`src/rtl/btn_pkg.sv`:
```
// Shared constants and helpers for the push-button conditioner.
// Event code layout is {kind, idx[3:0]}.
package btn_pkg;
    localparam int   EVT_W        = 5;
    localparam int   IDX_W        = 4;
    localparam logic KIND_PRESS   = 1'b0;
    localparam logic KIND_RELEASE = 1'b1;
    localparam int   SEL_W        = 32;

    // Map a raw pin to "1 = pressed".
    function automatic logic norm_pol(input logic raw, input logic active_low);
        return active_low ? ~raw : raw;
    endfunction

    function automatic logic [4:0] lowest_set(input logic [SEL_W-1:0] v);
        logic [4:0] idx;
        idx = '0;
        for (int i = SEL_W - 1; i >= 0; i--) begin
            if (v[i]) idx = 5'(i);
        end
        return idx;
    endfunction
endpackage

```
`src/rtl/btn_debounce.sv`:
```
// One button: 2-FF synchroniser, counter debounce, registered edge pulses.
// Raw edge to level is 2 + DEBOUNCE_CYC cycles; pulses follow one cycle later.
module btn_debounce
    import btn_pkg::*;
#(
    parameter int DEBOUNCE_CYC   = 500000,
    parameter bit BTN_ACTIVE_LOW = 1'b1
) (
    input  logic clock,
    input  logic resetn,
    input  logic raw,
    output logic level,
    output logic rise
`ifdef BTN_EVT_RELEASE_EN
    ,
    output logic fall
`endif
);
    localparam int CNT_W = $clog2(DEBOUNCE_CYC);
    localparam logic [CNT_W-1:0] CNT_MAX = CNT_W'(DEBOUNCE_CYC - 1);

    logic             sync1_q, sync1_d;
    logic             sync2_q, sync2_d;
    logic [CNT_W-1:0] cnt_q, cnt_d;
    logic             level_q, level_d;
    logic             level_dly_q, level_dly_d;
    logic             rise_q, rise_d;
`ifdef BTN_EVT_RELEASE_EN
    logic             fall_q, fall_d;
`endif

    always_comb begin
        sync1_d = norm_pol(raw, BTN_ACTIVE_LOW);
        sync2_d = sync1_q;
        cnt_d   = '0;
        level_d = level_q;
        // Any return to the current level leaves cnt_d at zero, restarting the count.
        if (sync2_q != level_q) begin
            if (cnt_q == CNT_MAX) begin
                level_d = sync2_q;
            end else begin
                cnt_d = cnt_q + 1'b1;
            end
        end
        level_dly_d = level_q;
        rise_d      = level_q & ~level_dly_q;
`ifdef BTN_EVT_RELEASE_EN
        fall_d      = ~level_q & level_dly_q;
`endif
    end

    always_ff @(posedge clock or negedge resetn) begin
        if (!resetn) begin
            sync1_q     <= 1'b0;
            sync2_q     <= 1'b0;
            cnt_q       <= '0;
            level_q     <= 1'b0;
            level_dly_q <= 1'b0;
            rise_q      <= 1'b0;
`ifdef BTN_EVT_RELEASE_EN
            fall_q      <= 1'b0;
`endif
        end else begin
            sync1_q     <= sync1_d;
            sync2_q     <= sync2_d;
            cnt_q       <= cnt_d;
            level_q     <= level_d;
            level_dly_q <= level_dly_d;
            rise_q      <= rise_d;
`ifdef BTN_EVT_RELEASE_EN
            fall_q      <= fall_d;
`endif
        end
    end

    assign level = level_q;
    assign rise  = rise_q;
`ifdef BTN_EVT_RELEASE_EN
    assign fall  = fall_q;
`endif
endmodule

```
`src/rtl/button_conditioner.sv`:
```
// Debounced button levels, press pulses and a FWFT event queue (press first, lowest index first).
// Define BTN_EVT_RELEASE_EN to also queue release events (kind=1).
module button_conditioner
    import btn_pkg::*;
#(
    parameter int NUM_BTN        = 9,
    parameter int DEBOUNCE_CYC   = 500000,
    parameter int FIFO_DEPTH     = 4,
    parameter bit BTN_ACTIVE_LOW = 1'b1
) (
    input  logic               clock,
    input  logic               resetn,
    input  logic [NUM_BTN-1:0] btn_raw,
    output logic [NUM_BTN-1:0] btn_level,
    output logic [NUM_BTN-1:0] btn_press,
    output logic               evt_valid,
    output logic [EVT_W-1:0]   evt_code,
    input  logic               evt_ready,
    output logic               evt_overflow,
    input  logic               evt_clear
);
    localparam int PTR_W = (FIFO_DEPTH > 1) ? $clog2(FIFO_DEPTH) : 1;
    localparam int OCC_W = $clog2(FIFO_DEPTH + 1);
    localparam logic [PTR_W-1:0] PTR_LAST = PTR_W'(FIFO_DEPTH - 1);
    localparam logic [OCC_W-1:0] OCC_FULL = OCC_W'(FIFO_DEPTH);

    logic [NUM_BTN-1:0] rise;
    logic [NUM_BTN-1:0] pend_q, pend_d, pend_clr, drop;
`ifdef BTN_EVT_RELEASE_EN
    logic [NUM_BTN-1:0] fall;
    logic [NUM_BTN-1:0] pend_rel_q, pend_rel_d, rel_clr, drop_rel;
`endif

    for (genvar i = 0; i < NUM_BTN; i++) begin : g_btn
        btn_debounce #(
            .DEBOUNCE_CYC   (DEBOUNCE_CYC),
            .BTN_ACTIVE_LOW (BTN_ACTIVE_LOW)
        ) u_deb (
            .clock  (clock),
            .resetn (resetn),
            .raw    (btn_raw[i]),
            .level  (btn_level[i]),
            .rise   (rise[i])
`ifdef BTN_EVT_RELEASE_EN
            ,
            .fall   (fall[i])
`endif
        );
    end

    assign btn_press = rise;

    logic [EVT_W-1:0] mem_q [FIFO_DEPTH];
    logic [EVT_W-1:0] mem_d [FIFO_DEPTH];
    logic [PTR_W-1:0] wr_ptr_q, wr_ptr_d, rd_ptr_q, rd_ptr_d;
    logic [OCC_W-1:0] occ_q, occ_d;
    logic             ovf_q, ovf_d;

    logic [SEL_W-1:0] sel_vec;
    logic [4:0]       sel_bit;
    logic [EVT_W-1:0] push_code;
    logic             full, empty, push, pop;

    always_comb begin
        sel_vec = '0;
        for (int i = 0; i < NUM_BTN; i++) begin
`ifdef BTN_EVT_RELEASE_EN
            // Interleave so press[i] outranks release[i], which outranks press[i+1].
            sel_vec[2*i]   = pend_q[i];
            sel_vec[2*i+1] = pend_rel_q[i];
`else
            sel_vec[i]     = pend_q[i];
`endif
        end
        sel_bit = lowest_set(sel_vec);
`ifdef BTN_EVT_RELEASE_EN
        push_code = {sel_bit[0], sel_bit[4:1]};
`else
        // Index is below 16, so the kind bit comes out as KIND_PRESS.
        push_code = sel_bit;
`endif
        full  = (occ_q == OCC_FULL);
        empty = (occ_q == '0);
        pop   = evt_ready && !empty;
        push  = (|sel_vec) && (!full || pop);

        pend_clr = '0;
        for (int i = 0; i < NUM_BTN; i++) begin
            pend_clr[i] = push && (push_code == {KIND_PRESS, IDX_W'(i)});
        end
        drop   = rise & pend_q & ~pend_clr;
        pend_d = (pend_q & ~pend_clr) | rise;
`ifdef BTN_EVT_RELEASE_EN
        rel_clr = '0;
        for (int i = 0; i < NUM_BTN; i++) begin
            rel_clr[i] = push && (push_code == {KIND_RELEASE, IDX_W'(i)});
        end
        drop_rel   = fall & pend_rel_q & ~rel_clr;
        pend_rel_d = (pend_rel_q & ~rel_clr) | fall;
        ovf_d = ((|drop) || (|drop_rel)) ? 1'b1 : (evt_clear ? 1'b0 : ovf_q);
`else
        ovf_d = (|drop) ? 1'b1 : (evt_clear ? 1'b0 : ovf_q);
`endif

        mem_d    = mem_q;
        wr_ptr_d = wr_ptr_q;
        rd_ptr_d = rd_ptr_q;
        if (push) begin
            mem_d[wr_ptr_q] = push_code;
            wr_ptr_d = (wr_ptr_q == PTR_LAST) ? '0 : wr_ptr_q + 1'b1;
        end
        if (pop) begin
            rd_ptr_d = (rd_ptr_q == PTR_LAST) ? '0 : rd_ptr_q + 1'b1;
        end
        occ_d = occ_q;
        if (push && !pop) occ_d = occ_q + 1'b1;
        else if (!push && pop) occ_d = occ_q - 1'b1;
    end

    always_ff @(posedge clock or negedge resetn) begin
        if (!resetn) begin
            pend_q   <= '0;
`ifdef BTN_EVT_RELEASE_EN
            pend_rel_q <= '0;
`endif
            for (int i = 0; i < FIFO_DEPTH; i++) mem_q[i] <= '0;
            wr_ptr_q <= '0;
            rd_ptr_q <= '0;
            occ_q    <= '0;
            ovf_q    <= 1'b0;
        end else begin
            pend_q   <= pend_d;
`ifdef BTN_EVT_RELEASE_EN
            pend_rel_q <= pend_rel_d;
`endif
            mem_q    <= mem_d;
            wr_ptr_q <= wr_ptr_d;
            rd_ptr_q <= rd_ptr_d;
            occ_q    <= occ_d;
            ovf_q    <= ovf_d;
        end
    end

    assign evt_valid    = !empty;
    assign evt_code     = empty ? '0 : mem_q[rd_ptr_q];
    assign evt_overflow = ovf_q;
endmodule
```
`config.mk`:
```
export PLATFORM = sky130hd
export DESIGN_NAME = button_conditioner
export DESIGN_NICKNAME = d
export VERILOG_FILES = /design/src/rtl/btn_pkg.sv /design/src/rtl/btn_debounce.sv /design/src/rtl/button_conditioner.sv
export SDC_FILE = /design/constraint.sdc
export NUM_CORES = 1
export LEC_CHECK = 0
export CAP_MARGIN = 20
export CORE_UTILIZATION = 40
export DETAILED_ROUTE_END_ITERATION = 7
export GPL_TIMING_DRIVEN = 0
export SLEW_MARGIN = 25
export SYNTH_ARGS = -nofsm -noshare
export SYNTH_HDL_FRONTEND = slang
export SYNTH_SLANG_ARGS = --single-unit
```
`constraint.sdc`:
```
create_clock -name clock -period 4.7 [get_ports clock]
set_input_delay 0.47 -clock clock [delete_from_list [all_inputs] [get_ports clock]]
set_output_delay 0.47 -clock clock [all_outputs]
set_load 0.02 [all_outputs]
```
==> out/results.txt <==
Critical Path Slowest Stage Cell -> mux4_2
fmax -> 337 MHz
Tightest Pin Transition -> 1.00 ns
fin crit period -> 2.97 ns
outcome -> finished clean
Yosys warnings -> 0
die area -> 29,200 sq um
vias in the first global route -> 7,330
sequential share of the synthesized area -> 0.547
relative slew slack -> 0.328
R2R setup slack -> 1.91 ns
final wirelength -> 20,000 um
Hold Path Class -> flip-flop to flip-flop
reg2reg end -> occ_q[1]
Pwr Total -> 5.09 mW
Distinct cells, synth -> 53
die height -> 171 um
vias per cell -> 4.77
P_leak -> 6.01 nW
IO Port Bufs -> 36
All-Layer GR Usage -> 0.145
Fillers -> 2,672
Root Driver -> clkbuf_16
CP endpoint -> evt_code[2]
Required @ worst endpoint -> 4.23 ns
P&R area growth vs syn -> 16.5%
Critical Path Sink Type -> output pin
CTS tree -> yes
CP bufs+invs -> 2
Sink Count -> 249
Final #Nets -> 1,183
Synth Register Bits -> 249
maximum net fanout on the critical path -> 6
GRT met2 Usage -> 0.232
Num CTS Buffers -> 29
Reg area -> 6230 sq um
core area -> 27,900 sq um
Syn Nets -> 1,113
fraction of the cycle the final worst path needs -> 0.632
Detail Route Antenna Nets -> 0
first-pass GRT wire length -> 35,000 um
Syn Area/Cell -> 10.5 sq um
RSZ-0062 raised after global routing -> false
worst r2r src -> occ_q[0]
Final Hold Vio Count -> 0
crit path cell chain -> clkbuf_1 > mux4_2 > and2_1 > clkdlybuf4s50_1
CP Depth -> 4
Routed WL per cell -> 12.9 um
CTS resizes -> 0
ANT cells -> 0
# DRC -> 0
CTS H-tree depth -> 1
Vias -> 7,395
drt first pass iters -> 4
Layout Cells excl Fill -> 1,551
Cell Area, Synth -> 11,400 sq um
RD Place Congestion -> 0.752
peak supply drop -> 270 uV
crit-path leading delay family -> buffers and inverters
num ports -> 38
post-layout util -> 0.475
Worst Skew -> 0.00712 ns
Reg clk slew, reported paths -> 0.06 ns
met1 GRT Util -> 0.205
r2r worst-path depth -> 6
max_cap viols -> 0
grt total ovfl -> 0
WS Path Type -> flip-flop to output pin
final setup fails -> 0
PD cells -> 383 nW/um^2
Post-synth EDFFs -> 0
async set-or-reset flop fraction in the synthesized netlist -> 1.00
hold_sp -> g_btn[3].u_deb.sync1_q
pin count of the biggest net entering global routing -> 91
initial core utilization -> 0.408
Mapped Cells -> 1,084
Slew Viols, Final -> 0
Detailed Place HPWL -> 13,200 um
gr busiest metal -> met2
CP startpoint -> rd_ptr_q[0]
Bufs on Longest Clock Path -> 3
ys flop type -> dfrtp_1
share of layout cells above drive strength 1 -> 0.115
area of the multi-input gates -> 4760 sq um
Clock Latency Late Sink -> 0.54 ns
die width -> 171 um
Placed Instances -> 1,500
Row Count -> 61
WP data arrival -> 2.50 ns
Worst Setup Start Kind -> flip-flop
grt met3 use -> 0.0245
Iteration-0 DRC Markers -> 345
CP max stage delay -> 0.57 ns
antenna violations before repair -> 0
[sequential cells by signal, summed over array words and instances (netlist names)]
register / flops
g_btn.u_deb.rise: 9
g_btn.u_deb.level: 9
wr_ptr_q: 2
pend_q: 9
rd_ptr_q: 2
evt_overflow: 1
mem_q: 16
occ_q: 3
g_btn.u_deb.level_dly_q: 9
g_btn.u_deb.sync2_q: 9
g_btn.u_deb.sync1_q: 9
g_btn.u_deb.cnt_q: 171
[routing by layer]
metal | routed length [um] | up-vias
met3 | 601 | 24
met1 | 10100 | 3539
met5 | 0 | -
met4 | 348 | 0
met2 | 9000 | 81
li1 | - | 3751
[worst reg2reg max path: cells and delay by family (launching register included)]
| kind | cells | cell delay (ns) |
|---|---|---|
| AOI/OAI and AO/OA | 1 | 0.26 |
| adders and majority gates | 2 | 0.74 |
| buffers and inverters | 1 | 0.07 |
| DFF | 1 | 0.43 |
| muxes | 1 | 0.27 |
| and+or+nand+nor | 1 | 0.90 |
[synthesized netlist by cell type (4+ instances only)]
master      n  area, sq um
and4_1     15          131
nor2_1    215          807
nand2b_1    4         25.0
nand2_1    62          233
and3_1     36          225
nand4_1    35          219
clkbuf_1    6         22.5
inv_1      32          120
nor4b_1     4         35.0
xnor2_1    58          508
nand2_2     4         25.0
buf_2      16         80.1
mux2_2     23          259
nor2b_1    11         68.8
o21ai_0     7         35.0
xor2_1    105          920
buf_4      20          150
nand3_1    68          340
dfrtp_1   249         6230
nor3_1     19         95.1
nor4_1     11         68.8
and2_1      7         43.8
mux4_2      4         90.1
a21o_1      4         30.0
ha_1       15          188
a22o_1      4         35.0
or2_2      10         62.6
[metrics by stage]
| stage | cell area, sq um | setup TNS [ns] | hold slack, ns | setup WS (ns) |
|---|---|---|---|---|
| after floorplan | 11400 | 0 | 0.174 | 2.34 |
| after global placement | 12200 | -1913.11 | 0.334 | -7.72 |
| after detailed placement | 12300 | 0 | 0.336 | 1.49 |
| after CTS | 13300 | 0 | 0.350 | 1.67 |
| after global routing | 13300 | 0 | 0.354 | 1.59 |
| final | 13300 | 0 | 0.346 | 1.73 |
[repair_timing]
action                                 CTS  global route
buffers inserted                         0             0
hold buffers                             1             0
endpoints found under the hold margin   88             0
[power by group]
group / internal [mW] / switching (mW) / total, mW
Clock: 1.41 / 0.853 / 2.27
Sequential: 2.25 / 0.0866 / 2.34
Combinational: 0.239 / 0.241 / 0.479
Total: 3.90 / 1.18 / 5.09
[cell usage in the layout (no fill, tap or decap), types with 7 or more instances in the layout]
master           instances
nor4_1                  11
clkbuf_1                11
inv_1                   32
and4_1                  15
nand3_1                 68
or2_2                   10
ha_1                    15
clkbuf_16               29
nor2b_1                 11
clkdlybuf4s50_1         35
nand4_1                 35
buf_4                   20
clkbuf_8                 8
mux2_2                  23
o21ai_0                  7
nand2_1                 62
nor3_1                  19
buf_2                   16
nor2_1                 215
dfrtp_1                249
xor2_1                 105
xnor2_1                 58
and2_1                   7
and3_1                  36
[worst min path at each step]
stage | to | slack (ns) | cells after the start
2_1_floorplan | evt_overflow | 0.17 | 0
3_3_place_gp | g_btn[8].u_deb.sync2_q | 0.33 | 0
6_report | g_btn[3].u_deb.sync2_q | 0.35 | 0
3_5_place_dp | g_btn[2].u_deb.sync2_q | 0.34 | 0
4_1_cts | g_btn[3].u_deb.sync2_q | 0.35 | 0
5_1_grt | g_btn[3].u_deb.sync2_q | 0.35 | 0
[area by class of cell]
cell class	instances	area share
buffer	45	0.0216
tap	378	0.0356
multi-input combinational	758	0.359
clock buffer	42	0.0643
timing repair buffer	39	0.0324
clock inverter	8	0.00923
sequential	249	0.469
inverter	32	0.00904
[logic make-up (layout without fill, tap and decap cells)]
group                      Yosys count  count (layout)  synth area share
and+or+nand+nor                    519             519             0.223
DFF                                249             249             0.547
xor gates and xnor gates           163             163             0.125
buffers and inverters               77             166            0.0357
AOI/OAI and AO/OA                   30              30            0.0184
muxes                               29              29            0.0324
adders and majority gates           16              16            0.0182
other                                1               1          0.000329
(Power assumes the default switching activity.)
